===== config.mk =====
export PLATFORM = sky130hd
export DESIGN_NAME = lsu
export DESIGN_NICKNAME = d
export VERILOG_FILES = /design/src/rtl/lsu.sv
export SDC_FILE = /design/constraint.sdc
export NUM_CORES = 1
export LEC_CHECK = 0
export BUFFER_PORTS_ARGS = -buffer_cell sky130_fd_sc_hd__buf_4
export CORE_UTILIZATION = 43
export DETAILED_ROUTE_END_ITERATION = 16
export PLACE_DENSITY_LB_ADDON = 0.15
export SYNTH_ARGS = -nofsm -noshare
export SYNTH_HDL_FRONTEND = slang
export SYNTH_SLANG_ARGS = --single-unit

===== constraint.sdc =====
create_clock -name clk -period 2.88 [get_ports clk]
set_input_delay 0.144 -clock clk [delete_from_list [all_inputs] [get_ports clk]]
set_output_delay 0.144 -clock clk [all_outputs]
set_load 0.01 [all_outputs]

===== src/rtl/lsu.sv =====
// Load/store unit: turns one execute-stage memory op into a single bus
// request/response transaction and returns an extended load result.
module lsu (
  input  logic        clk,
  input  logic        rst,
  input  logic        req_valid,
  input  logic        req_we,
  input  logic [2:0]  funct3,
  input  logic [31:0] addr,
  input  logic [31:0] wdata,
  output logic        stall,
  output logic        done,
  output logic [31:0] load_data,
  output logic        fault,
  output logic        mem_req,
  output logic        mem_we,
  output logic [31:0] mem_addr,
  output logic [3:0]  mem_be,
  output logic [31:0] mem_wdata,
  input  logic        mem_gnt,
  input  logic        mem_rvalid,
  input  logic [31:0] mem_rdata
);

  localparam int unsigned DW = 32;
  localparam int unsigned BW = DW / 8;

  typedef enum logic [1:0] {
    S_IDLE = 2'd0,
    S_REQ  = 2'd1,
    S_WAIT = 2'd2,
    S_DONE = 2'd3
  } state_e;

  state_e          state_q;
  logic            we_q;
  logic [2:0]      f3_q;
  logic [1:0]      off_q;
  logic [DW-1:0]   addr_q;
  logic [BW-1:0]   be_q;
  logic [DW-1:0]   wdata_q;
  logic [DW-1:0]   load_data_q;

  logic            f3_legal;
  logic            aligned;
  logic            op_ok;
  logic            in_idle;
  logic [BW-1:0]   be_d;
  logic [DW-1:0]   wdata_d;
  logic [7:0]      lane_b;
  logic [15:0]     lane_h;
  logic [DW-1:0]   load_ext;

  // Legality: stores only know SB/SH/SW; loads add the unsigned variants.
  always_comb begin
    f3_legal = 1'b0;
    case (funct3)
      3'b000, 3'b001, 3'b010: f3_legal = 1'b1;
      3'b100, 3'b101:         f3_legal = ~req_we;
      default:                f3_legal = 1'b0;
    endcase
  end

  always_comb begin
    aligned = 1'b0;
    case (funct3[1:0])
      2'b00:   aligned = 1'b1;
      2'b01:   aligned = ~addr[0];
      2'b10:   aligned = (addr[1:0] == 2'b00);
      default: aligned = 1'b0;
    endcase
  end

  assign op_ok   = f3_legal & aligned;
  assign in_idle = (state_q == S_IDLE);

  // Byte enables and lane-replicated store data for the incoming op.
  always_comb begin
    be_d    = '0;
    wdata_d = wdata;
    case (funct3[1:0])
      2'b00: begin
        be_d    = BW'(4'b0001 << addr[1:0]);
        wdata_d = {4{wdata[7:0]}};
      end
      2'b01: begin
        be_d    = addr[1] ? 4'b1100 : 4'b0011;
        wdata_d = {2{wdata[15:0]}};
      end
      default: begin
        be_d    = 4'b1111;
        wdata_d = wdata;
      end
    endcase
  end

  // Lane select plus sign/zero extension of the returned read word.
  always_comb begin
    lane_b = 8'h00;
    case (off_q)
      2'd0:    lane_b = mem_rdata[7:0];
      2'd1:    lane_b = mem_rdata[15:8];
      2'd2:    lane_b = mem_rdata[23:16];
      default: lane_b = mem_rdata[31:24];
    endcase
    lane_h = off_q[1] ? mem_rdata[31:16] : mem_rdata[15:0];
    case (f3_q[1:0])
      2'b00:   load_ext = f3_q[2] ? {24'h000000, lane_b} : {{24{lane_b[7]}}, lane_b};
      2'b01:   load_ext = f3_q[2] ? {16'h0000, lane_h} : {{16{lane_h[15]}}, lane_h};
      default: load_ext = mem_rdata;
    endcase
  end

  always_ff @(posedge clk or posedge rst) begin
    if (rst) begin
      state_q     <= S_IDLE;
      we_q        <= 1'b0;
      f3_q        <= 3'b000;
      off_q       <= 2'b00;
      addr_q      <= '0;
      be_q        <= '0;
      wdata_q     <= '0;
      load_data_q <= '0;
    end else begin
      case (state_q)
        S_IDLE: begin
          if (req_valid && op_ok) begin
            we_q    <= req_we;
            f3_q    <= funct3;
            off_q   <= addr[1:0];
            addr_q  <= {addr[31:2], 2'b00};
            be_q    <= be_d;
            wdata_q <= wdata_d;
            state_q <= S_REQ;
          end
        end
        S_REQ: begin
          if (mem_gnt) state_q <= we_q ? S_DONE : S_WAIT;
        end
        S_WAIT: begin
          if (mem_rvalid) begin
            load_data_q <= load_ext;
            state_q     <= S_DONE;
          end
        end
        S_DONE:  state_q <= S_IDLE;
        default: state_q <= S_IDLE;
      endcase
    end
  end

  // Reset gating keeps the combinational handshake outputs quiet while rst is high.
  assign stall     = ~rst & ((in_idle & req_valid & op_ok) |
                             (state_q == S_REQ) | (state_q == S_WAIT));
  assign fault     = ~rst & in_idle & req_valid & ~op_ok;
  assign done      = ~rst & (state_q == S_DONE);
  assign mem_req   = ~rst & (state_q == S_REQ);
  assign mem_we    = we_q;
  assign mem_addr  = addr_q;
  assign mem_be    = be_q;
  assign mem_wdata = wdata_q;
  assign load_data = load_data_q;

endmodule


==> impl_summary.md <==
Final layout
From synthesis to final layout, the design area changed by 44.2%. The repair_antennas step left the layout with diodes totalling 0. For this run, the post-layout net count is 882.

The final design instance area without fill is 0.00717 mm^2. The most common cell after layout, fill and taps aside is sky130_fd_sc_hd__buf_4. The layout filler cell count is 955. The top cell types in the final layout, fill and taps aside, are sky130_fd_sc_hd__buf_4 (214), sky130_fd_sc_hd__nand2_1 (185), sky130_fd_sc_hd__dfrtp_1 (106).

Cells with a size suffix above 1 make up 31.1% of the layout. For this run, the share of the core covered by cells in the final layout is 65.0%.

Routing
The total iterations of the first detailed-routing run is 4. The count of nets left with antenna violations once routing finished came out at 0. Detailed routing inserted a total of 4664 vias. The average detailed-routed wire length per instance is 15.6 um.

In the routed design, unresolved DRC markers number 0. After detailed routing, the total wire length is 14300 um. In the routed layout, each cell is associated on average with a via count of 5.09. The violation count after the first detailed-routing iteration is 201.

Synthesis
Counting flops with a built-in enable in the synthesized netlist gives 0. A synthesized cell averages 8.96 um^2. The fraction of the yosys area taken by sequential cells is 53.3%. The synthesized flop and latch total is 106.

Of all flip-flops after synthesis, the portion carrying an async set or reset was 100%. The main flop type after synthesis is sky130_fd_sc_hd__dfrtp_1. During synthesis, Yosys emitted a total of 0 warnings. In the synthesized netlist, the number of instances is 555. The synthesized netlist occupies a cell area of 0.00497 mm^2.

The distinct cell type count after synthesis is 35.

Worst setup path
The critical path capture point type is a register. The register-to-register setup slack is 700 ps. The kind of launch point of the worst setup path is a register. The worst register-to-register path begins at state_q[0].

The highest cell delay on the worst timing path is 650 ps. The signal on the critical path passes through inv_1 -> ha_1 -> nand2_1 -> a21o_2 -> buf_4 -> o21ai_0. The critical path is of the register to register type. The data arrival time at the worst-slack endpoint is 2380 ps. The slowest stage of the critical path belongs to the cell sky130_fd_sc_hd__buf_4. For the worst setup path, the data required time is 3080 ps. The worst setup path startpoint is state_q[0]. The top fanout value on the critical path is 88.

Die
The die boundary width is 110 um. The number of placed I/O pins is 210. The die is 110 um tall. The placeable core region is 0.0110 mm^2. The floorplan has 38 rows.

The initial cell density of the core is 45.1%. The total die area is 0.0120 mm^2.

Global routing
The via count of the first global-routing pass is 4637. The initial antenna violation count is 0. The global-route wire length before repair is 22600 um. The total overflow reported by the global router is 0. Across every metal layer, demand over resource in global routing totals 24.8%.

The pin count of the biggest net entering global routing is 107.

Placement
Timing analysis after detailed placement gives a worst setup slack of 722 ps. At the end of routability-driven placement, the weighted congestion stood at 0.897. The number of port buffers is 207. The half-perimeter wire length after placement is 10100 um. The area of placed instances is 0.00658 mm^2.

STA
Setup repair after global routing left no endpoint under its margin. Summed over all failing endpoints, the final setup total negative slack is 0 ps. Once routing completed, OpenROAD measured the worst setup slack at 705 ps. The final hold violation count is 17. Headroom to the max-slew limit came out at 38.2%. For this run, the top clock speed supported by timing is 0.460 GHz. The count of final max-slew check failures is 0.

The post-route fraction of the period consumed by the critical path is 75.5%. The worst hold-check slack is -34.0 ps. The final critical-path required period is 2180 ps. The total of endpoints with negative setup slack in the final report is 0.

The post-route clock skew is 7.44 ps. For the pin with the worst max-slew slack, the measured transition is 924 ps.

Min path
The class of the tightest hold or removal check is input pin to asynchronous set/reset pin.

Job
The max-capacitance violation count is 0.

Status
The checks that failed: negative hold slack. The run finished, with violations left.

Clock network
The clock net in this run drives a total of 106 sinks. Buffers inserted during clock tree synthesis total 9. The clock passes through at most 2 buffers. The clock reaches the later pin of the worst-skew pair after 350 ps.

The H-tree was split into 3 levels. The buffers inserted during post-CTS setup optimization is 0. The master cell of the clock root buffer is sky130_fd_sc_hd__clkbuf_16.

The TritonCTS clock tree is done. The clock input transition at the sequential cells of the worst setup and hold paths is 70 ps.

Power
The switching power as a share of total power is 37.5%. The switching power of the nets is 2.66 mW. The power per cell area is 988 mW/mm^2.

The post-layout total power is 7.09 mW. Registers are responsible for 38.6% of the overall power. VDD sags by at most 0.625 mV. In this run the static leakage power is 3.62 nW. Of the total power, the clock network draws 17.2%. Of the total power, combinational logic draws 44.2%. The internal power of the cells totals 4.43 mW.
==> cell families (layout without fill, tap and decap cells) <==
kind of cell | count (synthesis) | count (layout) | share of synthesized area [%]
muxes | 35 | 35 | 7.25
other | 1 | 2 | 0.0754
and+or+nand+nor | 247 | 247 | 20.2
DFF | 106 | 106 | 53.3
adders and majority gates | 4 | 4 | 1.01
AOI/OAI and AO/OA | 112 | 112 | 13.1
buffers and inverters | 50 | 271 | 5.13
==> critical path, delay by kind of cell (launching register included) <==
kind	cells	cell delay, ps
adders and majority gates	1	230
and+or+nand+nor	1	150
DFF	1	410
buffers and inverters	2	740
AOI/OAI and AO/OA	2	440
==> final cells by class <==
cell class	count	area, um^2	share of cell area [%]
inverters	10	41.3	0.576
clock buffers	10	229	3.19
flip-flops and latches	106	2650	37.0
repair buffers	246	1940	27.0
clock inverters	5	56.3	0.785
well taps	140	175	2.44
multi-input cells	400	2080	29.0
==> flip-flops by register name, summed over array words and instances (netlist names) <==
| name | count |
|---|---|
| off_q | 2 |
| load_data | 32 |
| mem_be | 4 |
| mem_wdata | 32 |
| mem_we | 1 |
| f3_q | 3 |
| state_q | 2 |
| mem_addr | 30 |
==> per-layer routing <==
layer,global-route usage (%),vias up,routed length (um)
met3,7.17,27,900
met5,0,-,0
met4,8.48,0,371
met2,42.1,153,7210
li1,-,2270,-
met1,30.2,2214,5860
==> through the flow <==
step / std cells / hold WS, ps
after CTS: 917 / 2.47
final: 917 / -34.0
after global routing: 917 / 9.08
after floorplan: 556 / 249
after global placement: 871 / 333
after detailed placement: 871 / 337
==> synthesized netlist by cell type, drive strengths merged (2+ instances only) <==
| cell | number | area, um^2 |
|---|---|---|
| mux2i | 27 | 270 |
| nor2b | 3 | 18.8 |
| o32ai | 6 | 52.6 |
| clkbuf | 19 | 73.8 |
| inv | 10 | 37.5 |
| nor3 | 2 | 10.0 |
| nand2b | 3 | 18.8 |
| a31oi | 4 | 25.0 |
| nor2 | 38 | 143 |
| o31ai | 6 | 45.0 |
| a21o | 2 | 15.0 |
| a21oi | 40 | 200 |
| nor4 | 3 | 18.8 |
| ha | 4 | 50.1 |
| nand3 | 2 | 10.0 |
| nand2 | 185 | 694 |
| dfrtp | 106 | 2650 |
| buf | 21 | 144 |
| a22o | 3 | 26.3 |
| nand3b | 7 | 52.6 |
| o21ai | 41 | 205 |
| mux2 | 8 | 90.1 |
| a211oi | 7 | 52.6 |
==> final timing paths <==
check	to	depth (start not counted)
setup / recovery	mem_wdata[25]	6
hold / removal	mem_addr[2]	3
setup reg to reg	mem_wdata[25]	6
hold reg to reg	mem_addr[18]	2
max in group asynchronous	mem_addr[15]	3
min in group clk	f3_q[2]	3
==> power by group through the flow <==
stage          clock (mW)  combinational [mW]  sequential [mW]
2_1_floorplan           0                1.35             2.93
3_3_place_gp            0                3.04             2.73
3_5_place_dp            0                3.13             2.75
4_1_cts              1.25                3.17             2.74
5_1_grt              1.31                3.46             2.83
6_report             1.22                3.13             2.74
==> timing repair <==
| action | 4_1_cts | 5_1_grt |
|---|---|---|
| hold endpoints to repair | 31 | 0 |
| resized for setup | 0 | 0 |
| hold buffers | 31 | 0 |
No activity file was read; power rests on OpenSTA's default activity.
